===== config.mk =====
export PLATFORM = sky130hd
export DESIGN_NAME = control_unit_flat
export DESIGN_NICKNAME = d
export VERILOG_FILES = /design/src/rtl/control_unit_pkg.sv /design/src/rtl/control_unit_if.sv /design/src/rtl/control_unit_reg_sel_decode.sv /design/src/rtl/control_unit.sv /design/src/flat_wrapper.sv
export SDC_FILE = /design/constraint.sdc
export NUM_CORES = 1
export LEC_CHECK = 0
export ABC_CLOCK_PERIOD_IN_PS = 5100
export BUFFER_PORTS_ARGS = -buffer_cell sky130_fd_sc_hd__clkbuf_2
export CORE_MARGIN = 2
export CORE_UTILIZATION = 35
export DETAILED_ROUTE_END_ITERATION = 16
export MAX_ROUTING_LAYER = met4
export PLACE_DENSITY_LB_ADDON = 0.2
export SYNTH_ARGS = -nofsm -noshare
export SYNTH_HDL_FRONTEND = slang
export SYNTH_SLANG_ARGS = --single-unit

===== constraint.sdc =====
create_clock -name clk -period 5.1 [get_ports clk]
set_clock_uncertainty 0.05 [all_clocks]
set_input_delay 0.765 -clock clk [delete_from_list [all_inputs] [get_ports clk]]
set_output_delay 0.765 -clock clk [all_outputs]
set_load 0.005 [all_outputs]

===== src/rtl/control_unit_pkg.sv =====
// Shared definitions for the control unit: state encodings, opcodes, IR field
// positions, memory direction values and the registered control-word layout.
package control_unit_pkg;

  typedef enum logic [4:0] {
    S_F0, S_F1, S_F2, S_F3, S_DEC,
    S_A0, S_A1, S_A2, S_A3,
    S_M0,
    S_L0, S_L1, S_L2, S_L3,
    S_S0, S_S1, S_S2,
    S_HLT, S_FLT
  } state_t;

  localparam logic [3:0] OP_NOP   = 4'b0000;
  localparam logic [3:0] OP_LOAD  = 4'b0001;
  localparam logic [3:0] OP_STORE = 4'b0010;
  localparam logic [3:0] OP_MOV   = 4'b0011;
  localparam logic [3:0] OP_HALT  = 4'b0100;

  localparam logic MEM_READ  = 1'b1;
  localparam logic MEM_WRITE = 1'b0;

  localparam int IR_OP_HI = 15;
  localparam int IR_OP_LO = 12;
  localparam int IR_RD_HI = 11;
  localparam int IR_RD_LO = 10;
  localparam int IR_RS_HI = 9;
  localparam int IR_RS_LO = 8;

  // Register-file strobes are kept outside this struct; they come from reg_sel_decode.
  typedef struct packed {
    logic [2:0] alu_op;
    logic       alu_in0;
    logic       alu_in1;
    logic       alu_latch;
    logic       alu_out_en;
    logic       pc_out_en;
    logic       pc_inc;
    logic       mem_en;
    logic       mem_rw;
    logic       mar_in;
    logic       mdr_wr;
    logic       mdr_rd;
    logic       mdr_out;
    logic       halted;
    logic       fault;
  } ctrl_t;

  function automatic logic is_wait(state_t s);
    return (s == S_F1) || (s == S_L1) || (s == S_S2);
  endfunction

endpackage


===== src/rtl/control_unit_if.sv =====
// Control/handshake bundle between the control unit (master) and the datapath (slave).
interface control_unit_if;
  logic [15:0] busIn;
  logic        MFC;
  logic [2:0]  opControl;
  logic        ALUin0, ALUin1, ALUOutLatch, ALUOutEn;
  logic        PCOutEn, pcInc;
  logic        r0Latch, r1Latch, r2Latch, r3Latch;
  logic        r0Out, r1Out, r2Out, r3Out;
  logic        memEN, memRW;
  logic        MARin, MDRwriteEN, MDRreadEN, MDRout;
  logic        halted, fault;

  modport master (
    input  busIn, MFC,
    output opControl, ALUin0, ALUin1, ALUOutLatch, ALUOutEn, PCOutEn, pcInc,
           r0Latch, r1Latch, r2Latch, r3Latch, r0Out, r1Out, r2Out, r3Out,
           memEN, memRW, MARin, MDRwriteEN, MDRreadEN, MDRout, halted, fault
  );

  modport slave (
    output busIn, MFC,
    input  opControl, ALUin0, ALUin1, ALUOutLatch, ALUOutEn, PCOutEn, pcInc,
           r0Latch, r1Latch, r2Latch, r3Latch, r0Out, r1Out, r2Out, r3Out,
           memEN, memRW, MARin, MDRwriteEN, MDRreadEN, MDRout, halted, fault
  );
endinterface


===== src/rtl/control_unit_reg_sel_decode.sv =====
// 2-bit register index plus enable to one-hot strobe; purely combinational.
module reg_sel_decode (
  input  logic [1:0] idx,
  input  logic       en,
  output logic [3:0] onehot
);
  assign onehot = en ? (4'b0001 << idx) : 4'b0000;
endmodule


===== src/rtl/control_unit.sv =====
// Hardwired fetch/decode/execute sequencer for the shared-bus datapath.
// One bus transfer per cycle; memory waits stall on MFC with a bounded timeout.
module control_unit
  import control_unit_pkg::*;
#(
  parameter int MFC_TIMEOUT = 15
) (
  input logic            clk,
  input logic            rst,
  control_unit_if.master cu
);

  localparam int CW = $clog2(MFC_TIMEOUT + 1);

  state_t          state_q, state_d;
  logic            run_q;
  logic [15:0]     ir_q;
  logic [CW-1:0]   cnt_q, cnt_d;
  ctrl_t           ctl_d, ctl_q;
  logic [3:0]      lat_oh, out_oh, lat_q, out_q;
  logic [1:0]      lat_idx, out_idx;
  logic            lat_en, out_en;
  logic [3:0]      op;
  logic [1:0]      rd, rs;
  logic            ir_unused;

  assign op        = ir_q[IR_OP_HI:IR_OP_LO];
  assign rd        = ir_q[IR_RD_HI:IR_RD_LO];
  assign rs        = ir_q[IR_RS_HI:IR_RS_LO];
  assign ir_unused = ^ir_q[7:0];

  // run_q holds F0 for one cycle after reset so its strobes are actually seen.
  always_comb begin
    state_d = state_q;
    cnt_d   = cnt_q;
    case (state_q)
      S_F0:  if (run_q) state_d = S_F1;
      S_F1, S_L1, S_S2: begin
        if (cu.MFC) begin
          if (state_q == S_F1)      state_d = S_F2;
          else if (state_q == S_L1) state_d = S_L2;
          else                      state_d = S_F0;
        end else if (cnt_q == CW'(MFC_TIMEOUT - 1)) begin
          state_d = S_FLT;
        end else begin
          cnt_d = cnt_q + CW'(1);
        end
      end
      S_F2:  state_d = S_F3;
      S_F3:  state_d = S_DEC;
      S_DEC: begin
        if (op[3]) state_d = S_A0;
        else begin
          case (op)
            OP_NOP:   state_d = S_F0;
            OP_LOAD:  state_d = S_L0;
            OP_STORE: state_d = S_S0;
            OP_MOV:   state_d = S_M0;
            OP_HALT:  state_d = S_HLT;
            default:  state_d = S_F0;
          endcase
        end
      end
      S_A0:  state_d = S_A1;
      S_A1:  state_d = S_A2;
      S_A2:  state_d = S_A3;
      S_A3:  state_d = S_F0;
      S_M0:  state_d = S_F0;
      S_L0:  state_d = S_L1;
      S_L2:  state_d = S_L3;
      S_L3:  state_d = S_F0;
      S_S0:  state_d = S_S1;
      S_S1:  state_d = S_S2;
      default: state_d = state_q;
    endcase
    if (is_wait(state_d) && (state_d != state_q)) cnt_d = '0;
  end

  // Strobes are decoded from the next state and registered, so they are glitch-free.
  always_comb begin
    ctl_d   = '0;
    lat_en  = 1'b0;
    lat_idx = rd;
    out_en  = 1'b0;
    out_idx = rd;
    case (state_d)
      S_F0:        begin ctl_d.pc_out_en = 1'b1; ctl_d.mar_in = 1'b1; end
      S_F1, S_L1:  begin ctl_d.mem_en = 1'b1; ctl_d.mem_rw = MEM_READ; end
      S_F2, S_L2:  ctl_d.mdr_rd = 1'b1;
      S_F3:        begin ctl_d.mdr_out = 1'b1; ctl_d.pc_inc = 1'b1; end
      S_A0: begin
        ctl_d.alu_op = op[2:0]; ctl_d.alu_in0 = 1'b1;
        out_en = 1'b1; out_idx = rd;
      end
      S_A1: begin
        ctl_d.alu_op = op[2:0]; ctl_d.alu_in1 = 1'b1;
        out_en = 1'b1; out_idx = rs;
      end
      S_A2:  begin ctl_d.alu_op = op[2:0]; ctl_d.alu_latch = 1'b1; end
      S_A3: begin
        ctl_d.alu_op = op[2:0]; ctl_d.alu_out_en = 1'b1;
        lat_en = 1'b1; lat_idx = rd;
      end
      S_M0:  begin out_en = 1'b1; out_idx = rs; lat_en = 1'b1; lat_idx = rd; end
      S_L0:  begin out_en = 1'b1; out_idx = rs; ctl_d.mar_in = 1'b1; end
      S_L3:  begin ctl_d.mdr_out = 1'b1; lat_en = 1'b1; lat_idx = rd; end
      S_S0:  begin out_en = 1'b1; out_idx = rd; ctl_d.mar_in = 1'b1; end
      S_S1:  begin out_en = 1'b1; out_idx = rs; ctl_d.mdr_wr = 1'b1; end
      S_S2:  begin ctl_d.mem_en = 1'b1; ctl_d.mem_rw = MEM_WRITE; end
      S_HLT: ctl_d.halted = 1'b1;
      S_FLT: begin ctl_d.halted = 1'b1; ctl_d.fault = 1'b1; end
      default: ;
    endcase
  end

  reg_sel_decode u_lat_sel (.idx(lat_idx), .en(lat_en), .onehot(lat_oh));
  reg_sel_decode u_out_sel (.idx(out_idx), .en(out_en), .onehot(out_oh));

  always_ff @(posedge clk) begin
    if (rst) begin
      state_q <= S_F0;
      run_q   <= 1'b0;
      ir_q    <= '0;
      cnt_q   <= '0;
      ctl_q   <= '0;
      lat_q   <= '0;
      out_q   <= '0;
    end else begin
      state_q <= state_d;
      run_q   <= 1'b1;
      cnt_q   <= cnt_d;
      ctl_q   <= ctl_d;
      lat_q   <= lat_oh;
      out_q   <= out_oh;
      if (state_q == S_F3) ir_q <= cu.busIn;
    end
  end

  assign cu.opControl   = ctl_q.alu_op;
  assign cu.ALUin0      = ctl_q.alu_in0;
  assign cu.ALUin1      = ctl_q.alu_in1;
  assign cu.ALUOutLatch = ctl_q.alu_latch;
  assign cu.ALUOutEn    = ctl_q.alu_out_en;
  assign cu.PCOutEn     = ctl_q.pc_out_en;
  assign cu.pcInc       = ctl_q.pc_inc;
  assign cu.memEN       = ctl_q.mem_en;
  assign cu.memRW       = ctl_q.mem_rw;
  assign cu.MARin       = ctl_q.mar_in;
  assign cu.MDRwriteEN  = ctl_q.mdr_wr;
  assign cu.MDRreadEN   = ctl_q.mdr_rd;
  assign cu.MDRout      = ctl_q.mdr_out;
  assign cu.halted      = ctl_q.halted;
  assign cu.fault       = ctl_q.fault;
  assign {cu.r3Latch, cu.r2Latch, cu.r1Latch, cu.r0Latch} = lat_q;
  assign {cu.r3Out, cu.r2Out, cu.r1Out, cu.r0Out}         = out_q;

endmodule


===== src/flat_wrapper.sv =====
// flat-port wrapper written by rule: the top's interface ports become plain ports
module control_unit_flat import control_unit_pkg::*;
#(
  parameter int MFC_TIMEOUT = 15
)
  (clk, rst, cu_busIn, cu_MFC, cu_opControl, cu_ALUin0, cu_ALUin1, cu_ALUOutLatch, cu_ALUOutEn, cu_PCOutEn, cu_pcInc, cu_r0Latch, cu_r1Latch, cu_r2Latch, cu_r3Latch, cu_r0Out, cu_r1Out, cu_r2Out, cu_r3Out, cu_memEN, cu_memRW, cu_MARin, cu_MDRwriteEN, cu_MDRreadEN, cu_MDRout, cu_halted, cu_fault);
  control_unit_if cu_i ();
  input logic clk;
  input logic rst;
  input wire logic [$bits(cu_i.busIn)-1:0] cu_busIn;
  input wire logic [$bits(cu_i.MFC)-1:0] cu_MFC;
  output wire logic [$bits(cu_i.opControl)-1:0] cu_opControl;
  output wire logic [$bits(cu_i.ALUin0)-1:0] cu_ALUin0;
  output wire logic [$bits(cu_i.ALUin1)-1:0] cu_ALUin1;
  output wire logic [$bits(cu_i.ALUOutLatch)-1:0] cu_ALUOutLatch;
  output wire logic [$bits(cu_i.ALUOutEn)-1:0] cu_ALUOutEn;
  output wire logic [$bits(cu_i.PCOutEn)-1:0] cu_PCOutEn;
  output wire logic [$bits(cu_i.pcInc)-1:0] cu_pcInc;
  output wire logic [$bits(cu_i.r0Latch)-1:0] cu_r0Latch;
  output wire logic [$bits(cu_i.r1Latch)-1:0] cu_r1Latch;
  output wire logic [$bits(cu_i.r2Latch)-1:0] cu_r2Latch;
  output wire logic [$bits(cu_i.r3Latch)-1:0] cu_r3Latch;
  output wire logic [$bits(cu_i.r0Out)-1:0] cu_r0Out;
  output wire logic [$bits(cu_i.r1Out)-1:0] cu_r1Out;
  output wire logic [$bits(cu_i.r2Out)-1:0] cu_r2Out;
  output wire logic [$bits(cu_i.r3Out)-1:0] cu_r3Out;
  output wire logic [$bits(cu_i.memEN)-1:0] cu_memEN;
  output wire logic [$bits(cu_i.memRW)-1:0] cu_memRW;
  output wire logic [$bits(cu_i.MARin)-1:0] cu_MARin;
  output wire logic [$bits(cu_i.MDRwriteEN)-1:0] cu_MDRwriteEN;
  output wire logic [$bits(cu_i.MDRreadEN)-1:0] cu_MDRreadEN;
  output wire logic [$bits(cu_i.MDRout)-1:0] cu_MDRout;
  output wire logic [$bits(cu_i.halted)-1:0] cu_halted;
  output wire logic [$bits(cu_i.fault)-1:0] cu_fault;
  assign cu_i.busIn = cu_busIn;
  assign cu_i.MFC = cu_MFC;
  assign cu_opControl = cu_i.opControl;
  assign cu_ALUin0 = cu_i.ALUin0;
  assign cu_ALUin1 = cu_i.ALUin1;
  assign cu_ALUOutLatch = cu_i.ALUOutLatch;
  assign cu_ALUOutEn = cu_i.ALUOutEn;
  assign cu_PCOutEn = cu_i.PCOutEn;
  assign cu_pcInc = cu_i.pcInc;
  assign cu_r0Latch = cu_i.r0Latch;
  assign cu_r1Latch = cu_i.r1Latch;
  assign cu_r2Latch = cu_i.r2Latch;
  assign cu_r3Latch = cu_i.r3Latch;
  assign cu_r0Out = cu_i.r0Out;
  assign cu_r1Out = cu_i.r1Out;
  assign cu_r2Out = cu_i.r2Out;
  assign cu_r3Out = cu_i.r3Out;
  assign cu_memEN = cu_i.memEN;
  assign cu_memRW = cu_i.memRW;
  assign cu_MARin = cu_i.MARin;
  assign cu_MDRwriteEN = cu_i.MDRwriteEN;
  assign cu_MDRreadEN = cu_i.MDRreadEN;
  assign cu_MDRout = cu_i.MDRout;
  assign cu_halted = cu_i.halted;
  assign cu_fault = cu_i.fault;
  control_unit #(.MFC_TIMEOUT(MFC_TIMEOUT)) u_core (.clk(clk), .rst(rst), .cu(cu_i));
endmodule

==> summary.txt <==
CTS
  – CTS root buf: clkbuf_8
  – CTS Buf Count: 5
  – H-Tree Depth: 2
  – Skew-Pair Late Insertion Delay: 300 ps
  – Num Clock Sinks: 43
  – Cts repair resizes: 0
  – Clock Path Buffers: 2
  – TritonCTS clock tree: yes
  – Post-CTS Setup Inserts: 0
  – CTS clk-pin slew, worst paths: 80 ps
  – Hold_buf cts: 0

Yosys
  – Synthesized flop and latch total: 43
  – Avg Cell Area, Syn: 8.40 µm²
  – Synth area leader: dfxtp_1
  – Sequential share of the synthesized area: 0.392
  – Synthesized area: 2190 µm²
  – Main synth FF type: dfxtp_1
  – Share of the synthesized area in the top cell type: 0.392
  – Synth unique cells: 53
  – Asr flop ratio synth: 0
  – Post-Syn Nets: 282
  – Yosys Warn Count: 0
  – Synth Instances: 261
  – Post-synth EDFFs: 0
  – Ranking of synthesized cells by area: dfxtp_1 39%, nor2_1 5.6%, a21oi_1 4.6%, nor3_1 3.7%, mux2i_1 2.7%

Placed design
  – PortBufs: 35
  – Post-DP HPWL: 3.54 mm
  – Total placed instance area: 2400 µm²
  – Gpl congestion: 0.823

GRT
  – Busiest grt layer: met2
  – Global routing usage on met2: 0.224
  – GR Util met1: 0.212
  – M3 GR Usage: 0.0427
  – First-pass GRT wire length: 8.54 mm
  – Largest net degree at the start of global routing: 24
  – Initial antenna violation count: 0
  – Number of global-route vias before repair: 1,773
  – Total grt overflow: 0
  – Tot GR Track Use: 0.153

Drt
  – Antenna viol nets, final: 0
  – Drt drc: 0
  – Routed wire length per instance: 13.6 µm
  – Drt via density: 5.45
  – WL final: 4.97 mm
  – First-pass DRT Iterations: 4
  – Initial DRC count: 159
  – Vias post-DR: 1,983

Setup path
  – R2R Path Start: u_core.state_q[1]$_SDFF_PP0_
  – Crit. End Element: flop
  – Required @ worst endpoint: 5300 ps
  – Startpoint types: flop
  – CP max FO: 22
  – Worst setup path startpoint: u_core.state_q[1]$_SDFF_PP0_
  – Critical path type: reg -> reg
  – Kind of cell adding the most delay to the critical path: simple AND/OR/NAND/NOR gates
  – CP peak stage delay: 820 ps
  – Worst path cell trace: or2_2 > o32ai_1 > a2111oi_2 > nor2_2 > or4_1 > a21oi_1 > and2_1
  – Crit path DAT: 3540 ps
  – Slowest-stage cell, CP: dfxtp_1
  – CP Buf/Inv Count: 0

Floorplanning
  – Die ar.: 6920 µm²
  – CORE AREA: 5990 µm²
  – Die height: 83.2 µm
  – Die Wd: 83.2 µm
  – Io pins: 44
  – # rows: 28
  – Initial core utilization: 0.366

Timing
  – RSZ-0062 raised after global routing: no
  – Final Setup Violations: 0
  – Max Clock Freq: 299 MHz
  – Fin crit share: 0.655
  – Endpoints failing hold: 0
  – Tmin final: 3340 ps
  – Setup_tns: 0 ps
  – Slew headroom: 0.295
  – Pins Over Slew Limit: 0
  – Slew @ Worst Pin: 1040 ps

Final layout
  – Area Overhead vs Synth: 13.5%
  – Number of diodes: 0
  – Footprint of the multi-input gates: 1220 µm²
  – Share of cells above drive strength 1: 0.183
  – FF/Latch Area: 861 µm²
  – FILL cells: 660
  – Layout Nets: 310
  – Fin area: 2490 µm²

Power
  – Power Density: 251 nW/µm²
  – VDD IR max: 0.140 mV
  – Pleak: 0.000979 µW

Hold path
  – Min-delay src: u_core.ir_q[11]$_SDFFE_PP0P_
  – HP Class: reg -> reg

Run status
  – Status: finished clean

Flow run
  – Total of max-cap violations: 0
placed cells by master, fill, tap and decap left out, drive strengths merged, types with 3 or more instances in the layout:
master   count
a21oi       20
a2bb2oi      3
a31oi        5
and2         4
clkbuf      41
dfxtp       43
inv          9
mux2i        6
nand2       13
nand2b       9
nand3        5
nand4        3
nor2        34
nor2b        4
nor3        16
nor4         7
nor4b        3
o2111ai      4
o21ai        8
o32ai        3
or3          4
xnor2        6
xor2         4
power breakdown:
group | internal [µW] | switching [µW]
Sequential | 342 | 7.55
Clock | 106 | 110
Combinational | 23.9 | 36.0
Total | 472 | 154
cell usage after synthesis, drive strengths merged (4+ instances only):
library cell and count:
xnor2 6, dfxtp 43, mux2i 6, and2 4, o2111ai 4, nor2b 4
nand2b 9, nor2 34, nand2 13, or3 4, nor3 16, inv 9
clkbuf 6, nor4 7, o21ai 8, buf 10, a31oi 5, nand3 5
xor2 4, a21oi 20
per-layer routing:
metal  up-vias  wire, µm  part of all wire
met3         8       193             0.039
met5         -         0                 0
met4         0        52             0.010
met2        44      2180              0.44
met1       917      2540              0.51
li1       1014         -                 -
worst register-to-register path, delay by kind of cell, from the launching register on:
kind / cells / cell delay, ps
flops: 1 / 820
compound gates: 3 / 1120
simple gates: 4 / 1310
per-stage QoR:
step | total power (µW) | hold WS (ps) | setup WS [ps] | instances | utilization
2_1_floorplan | 401 | 416 | 2370 | 261 | -
3_3_place_gp | 416 | 452 | 1790 | 357 | 0.401
3_5_place_dp | 418 | 447 | 1770 | 357 | 0.401
4_1_cts | 634 | 458 | 1770 | 364 | 0.415
5_1_grt | 659 | 488 | 1400 | 364 | 0.415
6_report | 626 | 455 | 1760 | 364 | 0.415
sequential cells by signal, indices dropped and copies added (netlist names), 3 cells and up:
| register | flops |
|---|---|
| u_core.ir_q | 8 |
| u_core.cnt_q | 4 |
| u_core.cu.opControl | 3 |
| u_core.state_q | 5 |
| u_core.out_q | 4 |
| u_core.lat_q | 4 |
area by class of cell:
cell class / instances / share of cell area
sequential: 43 / 0.346
clock buffer: 6 / 0.0332
inverter: 9 / 0.0136
tap: 75 / 0.0377
clock inverter: 1 / 0.00201
multi-input combinational: 193 / 0.491
timing repair buffer: 37 / 0.0764
cell families after synthesis:
group	synth area share
AO/OA/AOI/OAI	0.207
XOR/XNOR	0.0399
adder cells (fa/ha/maj)	0.0114
buffers and inverters	0.0502
flip-flops	0.392
multiplexers	0.0325
AND/OR/NAND/NOR	0.266
final timing paths:
path	endpoint	slack (ps)	cells after the start
setup reg to reg	u_core.cu.opControl[2]$_SDFF_PP0_	1760	7
hold reg to reg	u_core.lat_q[0]$_SDFF_PP0_	460	1
setup / recovery	u_core.cu.opControl[2]$_SDFF_PP0_	1760	7
hold / removal	u_core.lat_q[0]$_SDFF_PP0_	460	1
Note: power is estimated with default switching activity, not from simulation.
